[config.mk]
export PLATFORM = sky130hd
export DESIGN_NAME = cpu_core_flat
export DESIGN_NICKNAME = d
export VERILOG_FILES = /design/src/rtl/cpu_pkg.sv /design/src/rtl/cpu_if.sv /design/src/rtl/cpu_alu.sv /design/src/rtl/cpu_core.sv /design/src/flat_wrapper.sv
export SDC_FILE = /design/constraint.sdc
export NUM_CORES = 1
export LEC_CHECK = 0
export CAP_MARGIN = 15
export CORE_ASPECT_RATIO = 1.4
export CORE_MARGIN = 4
export CORE_UTILIZATION = 43
export CTS_CLUSTER_DIAMETER = 50
export DETAILED_ROUTE_END_ITERATION = 8
export GPL_ROUTABILITY_DRIVEN = 1
export MAX_ROUTING_LAYER = met4
export PLACE_DENSITY = 0.7
export SYNTH_ARGS = -nofsm -noshare
export SYNTH_HDL_FRONTEND = slang
export SYNTH_SLANG_ARGS = --single-unit
[constraint.sdc]
create_clock -name clk -period 4.6 [get_ports clk]
set_input_delay 0.92 -clock clk [delete_from_list [all_inputs] [get_ports clk]]
set_output_delay 0.92 -clock clk [all_outputs]
set_load 0.05 [all_outputs]
[src/rtl/cpu_pkg.sv]
// Shared definitions for the 16-bit accumulator core: opcodes, skip
// conditions, FSM state encoding and small decode helpers.
package cpu_pkg;

    localparam logic [7:0] OP_HALT  = 8'h00;
    localparam logic [7:0] OP_ADD   = 8'h01;
    localparam logic [7:0] OP_ADD2  = 8'h02;
    localparam logic [7:0] OP_LOAD  = 8'h03;
    localparam logic [7:0] OP_STORE = 8'h04;
    localparam logic [7:0] OP_SUB   = 8'h05;
    localparam logic [7:0] OP_SKIP  = 8'h06;
    localparam logic [7:0] OP_JUMP  = 8'h07;

    localparam logic [1:0] SKIP_ZERO  = 2'b00;
    localparam logic [1:0] SKIP_NEG   = 2'b01;
    localparam logic [1:0] SKIP_POS   = 2'b10;
    localparam logic [1:0] SKIP_NEVER = 2'b11;

    localparam logic [1:0] ST_FETCH = 2'd0;
    localparam logic [1:0] ST_EXEC  = 2'd1;
    localparam logic [1:0] ST_HALT  = 2'd2;

    typedef struct packed {
        logic [7:0] opcode;
        logic [7:0] operand;
    } instr_t;

    // Operand bit 0 is dropped so every data/jump address is word aligned.
    function automatic logic [15:0] calc_ea(input logic [7:0] operand);
        return {8'h00, operand[7:1], 1'b0};
    endfunction

    function automatic logic skip_taken(input logic [15:0] acc, input logic [1:0] cond);
        logic taken;
        taken = 1'b0;
        case (cond)
            SKIP_ZERO: taken = (acc == 16'h0000);
            SKIP_NEG:  taken = acc[15];
            SKIP_POS:  taken = (acc != 16'h0000) && !acc[15];
            default:   taken = 1'b0;
        endcase
        return taken;
    endfunction

endpackage

[src/rtl/cpu_if.sv]
// Memory bus between the core (master) and an asynchronous-read memory (slave).
interface cpu_if;
    logic [15:0] mem_addr;
    logic [15:0] mem_rdata;
    logic [15:0] mem_wdata;
    logic        mem_we;

    modport master (
        output mem_addr,
        output mem_wdata,
        output mem_we,
        input  mem_rdata
    );

    modport slave (
        input  mem_addr,
        input  mem_wdata,
        input  mem_we,
        output mem_rdata
    );
endinterface

[src/rtl/cpu_alu.sv]
// Combinational accumulator datapath; opcodes that do not touch ACC pass it through.
module cpu_alu
    import cpu_pkg::*;
(
    input  logic [15:0] acc,
    input  logic [15:0] operand,
    input  logic [7:0]  opcode,
    output logic [15:0] result
);

    always_comb begin
        result = acc;
        case (opcode)
            OP_ADD, OP_ADD2: result = acc + operand;
            OP_SUB:          result = acc - operand;
            OP_LOAD:         result = operand;
            default:         result = acc;
        endcase
    end

endmodule

[src/rtl/cpu_core.sv]
// Two-cycle (FETCH/EXEC) 16-bit accumulator machine with a single memory port.
module cpu_core
    import cpu_pkg::*;
#(
    parameter logic [15:0] RESET_PC = 16'h0000
) (
    input  logic        clk,
    input  logic        rst,
    cpu_if.master       bus,
    output logic [15:0] pc,
    output logic [15:0] acc,
    output logic        halted
);

    logic [1:0]  state;
    instr_t      ir;
    logic [15:0] ea;
    logic [15:0] pc_inc;
    logic [15:0] alu_result;

    assign ea     = calc_ea(ir.operand);
    assign pc_inc = pc + 16'd2;
    assign halted = (state == ST_HALT);

    cpu_alu u_alu (
        .acc     (acc),
        .operand (bus.mem_rdata),
        .opcode  (ir.opcode),
        .result  (alu_result)
    );

    // The write strobe is gated by rst so a reset landing on a STORE wins.
    always_comb begin
        bus.mem_addr  = (state == ST_EXEC) ? ea : pc;
        bus.mem_wdata = acc;
        bus.mem_we    = (state == ST_EXEC) && (ir.opcode == OP_STORE) && !rst;
    end

    always_ff @(posedge clk) begin
        if (rst) begin
            pc    <= RESET_PC;
            acc   <= 16'h0000;
            ir    <= '0;
            state <= ST_FETCH;
        end else begin
            case (state)
                ST_FETCH: begin
                    ir    <= bus.mem_rdata;
                    pc    <= pc_inc;
                    state <= ST_EXEC;
                end
                ST_EXEC: begin
                    acc <= alu_result;
                    if (ir.opcode == OP_JUMP) begin
                        pc <= ea;
                    end else if (ir.opcode == OP_SKIP && skip_taken(acc, ir.operand[1:0])) begin
                        pc <= pc_inc;
                    end
                    state <= (ir.opcode == OP_HALT) ? ST_HALT : ST_FETCH;
                end
                ST_HALT: begin
                    state <= ST_HALT;
                end
                default: begin
                    state <= ST_FETCH;
                end
            endcase
        end
    end

endmodule

[src/flat_wrapper.sv]
// flat-port wrapper written by rule: the top's interface ports become plain ports
module cpu_core_flat import cpu_pkg::*;
#(
    parameter logic [15:0] RESET_PC = 16'h0000
)
  (clk, rst, pc, acc, halted, bus_mem_addr, bus_mem_wdata, bus_mem_we, bus_mem_rdata);
  cpu_if bus_i ();
  input  logic clk;
  input  logic rst;
  output logic [15:0] pc;
  output logic [15:0] acc;
  output logic halted;
  output wire logic [$bits(bus_i.mem_addr)-1:0] bus_mem_addr;
  output wire logic [$bits(bus_i.mem_wdata)-1:0] bus_mem_wdata;
  output wire logic [$bits(bus_i.mem_we)-1:0] bus_mem_we;
  input wire logic [$bits(bus_i.mem_rdata)-1:0] bus_mem_rdata;
  assign bus_mem_addr = bus_i.mem_addr;
  assign bus_mem_wdata = bus_i.mem_wdata;
  assign bus_mem_we = bus_i.mem_we;
  assign bus_i.mem_rdata = bus_mem_rdata;
  cpu_core #(.RESET_PC(RESET_PC)) u_core (.clk(clk), .rst(rst), .bus(bus_i), .pc(pc), .acc(acc), .halted(halted));
endmodule
Word level (Yosys, flattened, before mapping). Index checks and enable logic that the tools add are counted.

$add $sub $neg: 3. Mux-type cells: 11. Reductions and logical operators: 16. Equal/unequal tests: 12.

Operator list (count): $mux W16 (3); $pmux W16 S3 (1); $eq A8 B3 Y1 const B (4); $pmux W16 S2 (1); $add A16 B16 Y16 (1); $add A16 B2 Y16 const B (1); $eq A8 B2 Y1 const B (2); $logic_not A16 Y1 (1); $reduce_bool A16 Y1 (1); $sub A16 B16 Y16 (1); $eq A8 B1 Y1 const B (1); $logic_not A8 Y1 (1); $pmux W2 S3 (1); $eq A2 B1 Y1 const B (2); $eq A2 B2 Y1 const B (2); $logic_and A1 B1 Y1 (4); $logic_not A2 Y1 (2); $reduce_and A2 Y1 (2); $mux W1 (3); $ne A3 B3 Y1 const B (1); $pmux W1 S3 (1); $reduce_bool A3 Y1 (1); $logic_not A1 Y1 (2); $mux W2 (1); 2 further kinds (2).

Logic and storage cells: 47. Output and inout port bits: 66. Register bits: 50. Bits of input ports: 18.

Longest topological paths before layout.
Depth after elaboration: 10. Gate-level depth with buffers: 15. Gate-level depth less buffers: 14.

Cells and area by module. Synthesis repeated with hierarchy kept, for this count alone.

Cell total of the unflattened synthesis: 517. Area, all modules: 3913.8 um^2.

By module, submodules not included: cpu_core (area each 2541.2 um^2, times used 1, seq. area each 980.9 um^2, cells each 329); cpu_alu (area each 1372.6 um^2, times used 1, seq. area each 0.0 um^2, cells each 188).

Worst setup path before layout. No wires, ideal clock.

Path kind: input-to-reg. From: input port bus_mem_rdata[7]. To: register u_core.acc[15]. Library setup time: 0.074 ns. Setup slack: 0.831 ns. Required time: 4.526 ns. Path buffers: 1. Arrival: 3.695 ns. Stages on the path: 13. Cell sequence: or4_4 -> or4_1 -> o31ai_1 -> xor2_1 -> ha_1 -> clkbuf_1 -> a21o_1 -> a211o_1 -> o22ai_1 -> a21oi_1 -> xnor2_1 -> nand2_1 -> a31oi_1.

Longest elaborated chain between the ends: 2. Elaborated cells between the ends (all ways): 3. Those cells by class: add/sub (2); mux (1).

RTL lines: start: declaration (line flat_wrapper.sv:16) `input wire logic [$bits(bus_i.mem_rdata)-1:0] bus_mem_rdata;`; $sub A16 B16 Y16 / $add A16 B16 Y16 (equally long branches) (line cpu_alu.sv:15, cpu_alu.sv:14); $pmux W16 S3 (*) (line cpu_alu.sv:13) `case (opcode)`; end signal: assignment (line cpu_core.sv:53) `acc <= alu_result;`; end: declaration (line cpu_core.sv:11) `output logic [15:0] acc,`.

Every way passes the cells marked *; elsewhere a longest branch is shown, timed or not. A chain may end at the register's enable or synchronous reset.

Worst setup path in the final report.
From: input port bus_mem_rdata[7]. To: register u_core.acc[14].

The elaborated chain is that of the path after synthesis.

==> impl_metrics.json <==
{
  "outcome": "complete, no violations",
  "fmax_mhz": 238,
  "synth-main-ff-cell": "dfxtp_1",
  "drive_gt1_share_pct": 6.91,
  "synth_mux_area_share_pct": 3.07,
  "hpwl_um": 7760,
  "antenna_found_initial": 0,
  "cts_tree": "done",
  "clkSinkCount": 49,
  "vias": 3545,
  "max_slew_margin_pct": 32.3,
  "ir_worst_vdd_mv": 0.167,
  "p_comb_share_pct": 29.9,
  "setup_viol_count_final": 0,
  "io_pins": 84,
  "die_x_um": 85.1,
  "yosys.area_share.simple_pct": 26.2,
  "slew_violations": 0,
  "cts_max_level": 2,
  "crit_fanout": 8,
  "drt_iter0_drc": 170,
  "yosysMostFrequentCell": "nand2_1",
  "drc": 0,
  "cts_setup_buffers": 0,
  "grt_pass1_wl_um": 16800,
  "final_nets": 556,
  "area_delta_synth_final_pct": 27.3,
  "synth.avg_cell_area_um2": 7.74,
  "synth_area_leader_cell": "dfxtp_1",
  "routedWlPerCell_um": 16.6,
  "cell_internal_pwr_mw": 0.868,
  "synthCells": 463,
  "cap_violations": 0,
  "synth_seq_area_share_pct": 27.4,
  "clk_pin_slew_worst_paths_ps": 70,
  "hold_class": "reg -> reg",
  "grt_setup_unrepaired": "false",
  "grt.total_usage_pct": 21.4,
  "synth-edff-count": 0,
  "swShare_pct": 33.7,
  "pwr-share-seq_pct": 36.9,
  "ys_warn_count": 0,
  "start_util_pct": 44.0,
  "fp.dieH_um": 116,
  "gr-total-overflow": 0,
  "endpoint_kind": "flop",
  "synthAdderAreaFrac_pct": 6.50,
  "fin_skew_ps": 9.54,
  "routabilityCongestion": 0.902,
  "r2r-start": "u_core.ir[12]$_SDFFE_PP0P_",
  "pwr-share-clk_pct": 33.2,
  "wirelength_um": 10400,
  "cts_buffers": 5,
  "numPortBuffers": 81,
  "crit_start": "bus_mem_rdata[7]",
  "diodes": 0,
  "hold_viol_final": 0,
  "grt_max_degree": 44,
  "cp.arrival_ps": 4410,
  "async_flop_share_pct": 0,
  "rows": 39,
  "crit_required_ps": 4800,
  "syn_area_um2": 3580,
  "antenna_left": 0,
  "synthTopCellsByCount": "nand2_1, dfxtp_1, a21oi_1, nor2_1, xor2_1",
  "cts_root_buffer": "clkbuf_16",
  "power_density_nw_per_um2": 287,
  "holdBufCountCts": 0,
  "dr.pass1.iters": 4,
  "cts.path.max_buffers": 2,
  "synthDistinctLibCells": 66,
  "cts_resized": 0,
  "startpoint_type": "input port",
  "hp-start": "u_core.ea[5]$_SDFFE_PP0P_",
  "synth-seq-cells": 49,
  "min_period_over_period_pct": 91.5,
  "synthTopCellsByArea": "dfxtp_1, nand2_1, ha_1, a21oi_1, xor2_1",
  "leakagePower_nw": 1.79,
  "power_switching_mw": 0.441,
  "finalSetupTns_ps": 0,
  "coreArea_um2": 8150,
  "period_minus_slack_ps": 4210,
  "synth-compound-area-share_pct": 21.8,
  "synth_top_family_by_area": "simple AND/OR/NAND/NOR gates",
  "die_area_um2": 9880,
  "utilization_pct": 56.0,
  "worst_hold_slack_ps": 470,
  "yosys.area.top_type_share_pct": 27.4,
  "clk_latency_ps": 300,
  "synth-xor-area-share_pct": 7.58,
  "via_per_inst": 5.69,
  "tightest_slew_ps": 1010,
  "critPathKind": "in -> reg",
  "first_global_vias": 3388,
  "p_total_mw": 1.31
}
## path summary, 6_finish.rpt
check,to,slack (ps),cells after the start
worst max register to register,u_core.acc[12]$_SDFFE_PP0P_,1160,13
worst min register to register,u_core.ea[5]$_SDFFE_PP0P_,470,2
worst min-delay path,u_core.ea[5]$_SDFFE_PP0P_,470,2
worst max-delay path,u_core.acc[14]$_SDFFE_PP0P_,390,13
## registers in the layout, indices dropped and copies added (netlist names)
signal,flops
u_core.acc,16
u_core.ea,7
u_core.ir,9
u_core.pc,15
u_core.state,2
## power by group through the flow
stage | sequential [mW] | combinational (mW) | clock (mW)
floorplan | 0.517 | 0.249 | 0
global placement | 0.492 | 0.386 | 0
detailed placement | 0.493 | 0.390 | 0
CTS | 0.484 | 0.392 | 0.444
global route | 0.488 | 0.424 | 0.457
finish | 0.483 | 0.391 | 0.435
## cell type report
| class | count | area [um2] |
|---|---|---|
| well taps | 102 | 128 |
| clock buffers | 7 | 143 |
| repair buffers | 90 | 880 |
| multi-input cells | 364 | 2360 |
| flip-flops and latches | 49 | 981 |
| inverters | 10 | 37.5 |
| fillers | 765 | 3590 |
| clock inverters | 1 | 30.0 |
## placed cells by master, fill, tap and decap left out, drive strengths merged, types with 7 or more instances in the layout
cell,netlist,layout
clkdlybuf4s50,0,80
nand2,75,75
dfxtp,49,49
a21oi,37,37
nor2,33,33
o21ai,24,24
xor2,21,21
ha,17,17
and3,11,11
inv,10,10
xnor2,10,10
buf,22,10
and2,8,8
mux2,8,8
o31ai,8,8
nor3,8,8
nor2b,7,7
clkbuf,19,7
## worst max-delay path, stage by stage
cell and delay (ps):
clkdlybuf4s50_1 500, or4_4 590, or4_4 530, o21ai_0 260, xor2_1 180, ha_1 340
a21o_1 230, nand2_1 80, nand2_1 50, a211oi_1 220, nand2_1 90, xnor2_1 150
a221oi_1 250
## routing by layer
metal / track usage [%] / part of all wire (%)
met2: 37.9 / 53
met1: 24.9 / 41
met3: 2.99 / 4.6
met4: 6.97 / 1.8
met5: - / 0
## cells by family (layout without fill, tap and decap cells)
family / count (synthesis) / in the layout
other: 1 / 2
DFF: 49 / 49
and+or+nand+nor: 185 / 185
buffers and inverters: 51 / 108
adders and majority gates: 18 / 18
muxes: 10 / 10
AOI/OAI and AO/OA: 118 / 118
xor gates and xnor gates: 31 / 31
## stage by stage
step	instance area [um2]	setup WS (ps)	instances
floorplan	3590	831	464
global placement	4380	209	614
detailed placement	4380	154	614
CTS	4550	450	622
global route	4560	205	623
finish	4560	393	623
Power figures use the tool's default switching activity.
